## src/rtl/genesis_gamepads_multi.sv

```systemverilog
// Multi-port Sega Genesis / Mega Drive gamepad reader: drives SELECT through an
// 8-phase poll, identifies each pad type and commits all decoded buttons per frame.
module genesis_gamepads_multi #(
  parameter int NUM_PADS      = 2,
  parameter int SETTLE_CYCLES = 100,
  parameter int POLL_CYCLES   = 100000
) (
  input  logic                    iCLK,
  input  logic                    iRESET,
  input  logic                    iENABLE,
  input  logic [6*NUM_PADS-1:0]   iGENPAD,
  output logic [NUM_PADS-1:0]     oGENPAD_SELECT,
  output logic [2*NUM_PADS-1:0]   oGENPAD_TYPE,
  output logic [12*NUM_PADS-1:0]  oGENPAD_DECODED,
  output logic                    oUPDATE
);

  localparam int TMAX = (POLL_CYCLES > SETTLE_CYCLES) ? POLL_CYCLES : SETTLE_CYCLES;
  localparam int TW   = (TMAX > 2) ? $clog2(TMAX) : 1;
  localparam logic [TW-1:0] POLL_TC   = TW'(POLL_CYCLES - 1);
  localparam logic [TW-1:0] SETTLE_TC = TW'(SETTLE_CYCLES - 1);

  typedef enum logic [3:0] {IDLE, P0, P1, P2, P3, P4, P5, P6, P7} state_t;

  state_t                     state_q, state_d;
  logic [TW-1:0]              timer_q, timer_d;
  logic                       phase_end;
  logic                       sel_q, sel_d;
  logic                       update_q;
  logic [6*NUM_PADS-1:0]      sync1_q, sync2_q;
  logic [NUM_PADS-1:0][5:0]   pad_s;
  logic [NUM_PADS-1:0]        err_q, is3_q, is6_q;
  logic [NUM_PADS-1:0][11:0]  shadow_q, dec_q;
  logic [NUM_PADS-1:0][1:0]   type_q;

  // Pins are active-low; work with pressed = 1 from here on.
  assign pad_s = ~sync2_q;

  assign oGENPAD_SELECT  = {NUM_PADS{sel_q}};
  assign oGENPAD_TYPE    = type_q;
  assign oGENPAD_DECODED = dec_q;
  assign oUPDATE         = update_q;

  always_comb begin
    phase_end = (state_q == IDLE) ? (timer_q == POLL_TC) : (timer_q == SETTLE_TC);
    state_d   = state_q;
    timer_d   = timer_q + TW'(1);
    if (phase_end) begin
      timer_d = '0;
      case (state_q)
        IDLE:    state_d = iENABLE ? P0 : IDLE;
        P7:      state_d = IDLE;
        default: state_d = state_t'(state_q + 4'd1);
      endcase
    end
    case (state_d)
      P1, P3, P5, P7: sel_d = 1'b0;
      default:        sel_d = 1'b1;
    endcase
  end

  always_ff @(posedge iCLK or posedge iRESET) begin
    if (iRESET) begin
      state_q  <= IDLE;
      timer_q  <= '0;
      sel_q    <= 1'b1;
      update_q <= 1'b0;
      sync1_q  <= '0;
      sync2_q  <= '0;
      err_q    <= '0;
      is3_q    <= '0;
      is6_q    <= '0;
      shadow_q <= '0;
      dec_q    <= '0;
      type_q   <= '0;
    end else begin
      sync1_q  <= iGENPAD;
      sync2_q  <= sync1_q;
      state_q  <= state_d;
      timer_q  <= timer_d;
      sel_q    <= sel_d;
      update_q <= phase_end && (state_q == P7);
      if (phase_end) begin
        for (int n = 0; n < NUM_PADS; n++) begin
          case (state_q)
            P0: begin
              shadow_q[n][6]   <= pad_s[n][5];
              shadow_q[n][5]   <= pad_s[n][4];
              shadow_q[n][3:0] <= pad_s[n][3:0];
              err_q[n]         <= &pad_s[n][3:0];
            end
            P1: begin
              is3_q[n]       <= &pad_s[n][1:0];
              shadow_q[n][7] <= pad_s[n][5];
              shadow_q[n][4] <= pad_s[n][4];
            end
            P5: is6_q[n] <= is3_q[n] & (&pad_s[n][3:0]);
            P6: if (is6_q[n]) shadow_q[n][11:8] <= pad_s[n][3:0];
            P7: begin
              if (err_q[n])      type_q[n] <= 2'd3;
              else if (is6_q[n]) type_q[n] <= 2'd2;
              else if (is3_q[n]) type_q[n] <= 2'd1;
              else               type_q[n] <= 2'd0;
              // An erroring pad keeps its last good button word.
              if (!err_q[n])
                dec_q[n] <= {shadow_q[n][11:8] & {4{is6_q[n]}},
                             shadow_q[n][7] & is3_q[n],
                             shadow_q[n][6:5],
                             shadow_q[n][4] & is3_q[n],
                             shadow_q[n][3:0]};
            end
            default: ;
          endcase
        end
      end
    end
  end

endmodule

```

## config.mk

```make
export PLATFORM = sky130hd
export DESIGN_NAME = genesis_gamepads_multi
export DESIGN_NICKNAME = d
export VERILOG_FILES = /design/src/rtl/genesis_gamepads_multi.sv
export SDC_FILE = /design/constraint.sdc
export NUM_CORES = 1
export LEC_CHECK = 0
export ABC_AREA = 1
export ABC_CLOCK_PERIOD_IN_PS = 7150
export CAP_MARGIN = 5
export CORE_ASPECT_RATIO = 1.25
export CORE_MARGIN = 10
export CORE_UTILIZATION = 30
export DETAILED_ROUTE_END_ITERATION = 8
export PLACE_DENSITY = 0.51
export SKIP_LAST_GASP = 1
export SLEW_MARGIN = 40
export SYNTH_ARGS = -nofsm -noshare
export SYNTH_HDL_FRONTEND = slang
export SYNTH_SLANG_ARGS = --single-unit
```

## constraint.sdc

```tcl
create_clock -name iCLK -period 7.15 [get_ports iCLK]
set_input_delay 0.715 -clock iCLK [delete_from_list [all_inputs] [get_ports iCLK]]
set_output_delay 0.715 -clock iCLK [all_outputs]
set_load 0.02 [all_outputs]
```

==> impl_metrics.toml <==
[timing]
setup_tns_ns = 0
hold_viol = 0
timing.fmax_ghz = 0.4370
slew_viol_final = 0
rsz0062_at_grt = "false"
hold_slack_ns = 0.3494
fin_skew_ns = 0.007075
relSlewSlack = 0.6024
setup_viol = 0
min_period_over_period = 0.3201
finalCriticalPeriod_ns = 2.288
worst_pin_slew_ns = 0.5947

[routing]
firstDrtPassIters = 4
detail-route-antenna-nets = 0
wl_um = 8833
drc_errors = 0
via_per_inst = 4.455
vias = 3034
routedWlPerCell_um = 12.97
drt_iter0_markers = 143

[global_routing]
antenna_found_initial = 0
first_global_vias = 2994
grt_max_degree = 68
grt_pass1_wl_um = 14950
overflow = 0
grt_usage = 0.09278

[critical_path]
reg2regPathDepth = 10
reg2reg_from = "state_q[0]"
rr_endpoint = "shadow_q[19]"
worst_ep_required_time_ns = 7.36
crit_arrival_ns = 2.50
crit_type = "flip-flop to flip-flop"
cp-startpoint = "state_q[0]"
worstSetupEndpointType = "flip-flop"
start_kind = "flip-flop"
worstPathMaxFanout = 12
reg2reg_setup_slack_ns = 4.86

[worst_hold_path]
min_from = "sync1_q[8]"
whs_path_depth = 0
hp-class = "flip-flop to flip-flop"
worstHoldEndpoint = "sync2_q[8]"

[yosys]
ys_ff_latch = 105
synth_top_area_frac = 0.5933
synth_area_mm2 = 0.004387
syn-num-nets = 472
yosysSeqAreaShare = 0.5993
syn_area_per_cell_um2 = 9.705
synth_edf_count = 0
yosysTopAreaCell = "dfrtp_1"
synth_area_leaders = "dfrtp_1, nand2_1, inv_1"
syn_inst = 452
ys_types = 35
ys_dominant_reg_cell = "dfrtp_1"
yosys_warnings = 0
synth_async_sr_flop_share = 1.000

[pwr]
peakVddDrop_mv = 0.1003
p_leak_nw = 2.529
power_density_mw_per_mm2 = 213.4
p_total_w = 0.001130

[cts]
root_buffer = "clkbuf_16"
cts_buffers = 9
clkLatencyLatePin_ns = 0.34
htreeDepth = 3
clk_pin_slew_worst_paths_ns = 0.07
holdBufCountCts = 0
clock-sinks = 105
post_cts_buffers = 0
cts_tree = "done"
ctsResizeCount = 0
cts_buffer_depth = 2

[place]
placed_cell_area_mm2 = 0.004980
io_buffer_count = 45
place_congestion = 0.7903
post-dp-hpwl_um = 6464

[final_layout]
final_cell_area_mm2 = 0.005298
num_antenna_cells = 0
areaGrowthSynthToFinish_pct = 20.76
fillCellCount = 1480
layout.nets = 518
drive_above_1_share = 0.1034

[die]
rows = 49
die_y_um = 155.2
core-area_mm2 = 0.01435
dieArea_mm2 = 0.01989
start_util = 0.3058
pin_count = 46
fp.dieW_um = 128.2

[flow_run]
drv_cap = 0

[outcome]
outcome = "complete, no violations"
cells in the mapped netlist (2+ instances only):
| master | instances |
|---|---|
| buf_2 | 3 |
| ha_1 | 5 |
| nand3_4 | 3 |
| nor3_1 | 4 |
| nand3_1 | 32 |
| o21ai_1 | 21 |
| buf_4 | 4 |
| a21oi_1 | 4 |
| o21ai_2 | 11 |
| o22ai_1 | 2 |
| xor2_1 | 4 |
| nand4_2 | 2 |
| buf_6 | 4 |
| nand4_1 | 6 |
| inv_1 | 52 |
| nor2_1 | 23 |
| o21ai_0 | 16 |
| nand2_1 | 129 |
| o22ai_2 | 2 |
| dfrtp_1 | 104 |
| nand2_2 | 3 |
| or2_2 | 3 |
| nor2_4 | 3 |
power by group:
group | switching, W | total (W) | internal [W] | leakage, nW
Combinational | 0.0000130 | 0.0000207 | 0.00000771 | 0.984
Sequential | 0.00000464 | 0.000605 | 0.000600 | 1.39
Clock | 0.000219 | 0.000505 | 0.000285 | 0.151
Total | 0.000237 | 0.00113 | 0.000893 | 2.53
worst max-delay path by stage:
stage	to	slack, ns	cells after the start
2_1_floorplan	err_q[0]	3.68	1
3_3_place_gp	oGENPAD_DECODED[9]	4.70	3
3_5_place_dp	timer_q[4]	4.71	3
4_1_cts	shadow_q[19]	4.83	10
5_1_grt	shadow_q[7]	4.56	10
6_report	shadow_q[19]	4.86	10
metrics by stage:
| step | setup slack (ns) | utilization | cells |
|---|---|---|---|
| finish | 4.862 | 0.3693 | 681 |
| detailed placement | 4.714 | 0.3471 | 665 |
| global route | 4.562 | 0.3693 | 681 |
| CTS | 4.833 | 0.3690 | 681 |
| floorplan | 3.676 | - | 452 |
| global placement | 4.698 | 0.3471 | 665 |
metal layers:
layer	global-route usage	vias up	part of all wire
li1	-	1544	-
met5	0	-	0
met4	0.03061	0	0.013
met2	0.1514	42	0.49
met1	0.1124	1440	0.45
met3	0.03026	8	0.039
logic make-up after synthesis:
| logic type | count (synthesis) | synth area share |
|---|---|---|
| compound gates | 58 | 0.08072 |
| xor+xnor | 5 | 0.009982 |
| fa+ha+maj | 5 | 0.01426 |
| buf+inv | 65 | 0.06731 |
| flops | 105 | 0.5993 |
| simple gates | 214 | 0.2285 |
worst max-delay path, cell delays in order, from the launching register on:
cell     delay, ns
dfrtp_1       0.45
inv_1         0.11
ha_1          0.28
nand2_4       0.12
nand3_1       0.08
nand2_1       0.14
nand3_4       0.14
inv_4         0.14
nand3_1       0.43
nand2_1       0.22
o21ai_2       0.07
flip-flops by register name, indices dropped and copies added (netlist names):
| name | cells |
|---|---|
| err_q | 2 |
| is3_q | 2 |
| is6_q | 2 |
| oGENPAD_DECODED | 24 |
| oGENPAD_TYPE | 4 |
| oUPDATE | 1 |
| sel_q | 1 |
| shadow_q | 24 |
| state_q | 4 |
| sync1_q | 12 |
| sync2_q | 12 |
| timer_q | 17 |
cell type report:
cell class,count,area [um^2],share of cell area
clock buffers,10,239.0,0.04511
clock inverters,6,75.07,0.01417
inverters,54,207.7,0.03921
multi-input cells,282,1463,0.2761
flip-flops and latches,105,2629,0.4962
well taps,178,222.7,0.04204
repair buffers,46,461.7,0.08715
cells in the final DEF (no fill, tap or decap), drive strengths merged:
| master | n |
|---|---|
| xnor2 | 1 |
| clkbuf | 10 |
| or2 | 3 |
| clkinv | 3 |
| o22ai | 4 |
| clkinvlp | 1 |
| or3 | 1 |
| nand2 | 133 |
| dfstp | 1 |
| dfrtp | 104 |
| a21oi | 4 |
| bufinv | 1 |
| nand3b | 1 |
| nand3 | 36 |
| o31ai | 1 |
| xor2 | 4 |
| clkdlybuf4s50 | 45 |
| inv | 55 |
| buf | 1 |
| o21ai | 48 |
| nand4 | 8 |
| nor3 | 5 |
| o211ai | 1 |
| nor2 | 27 |
| ha | 5 |
Power figures use the tool's default switching activity.
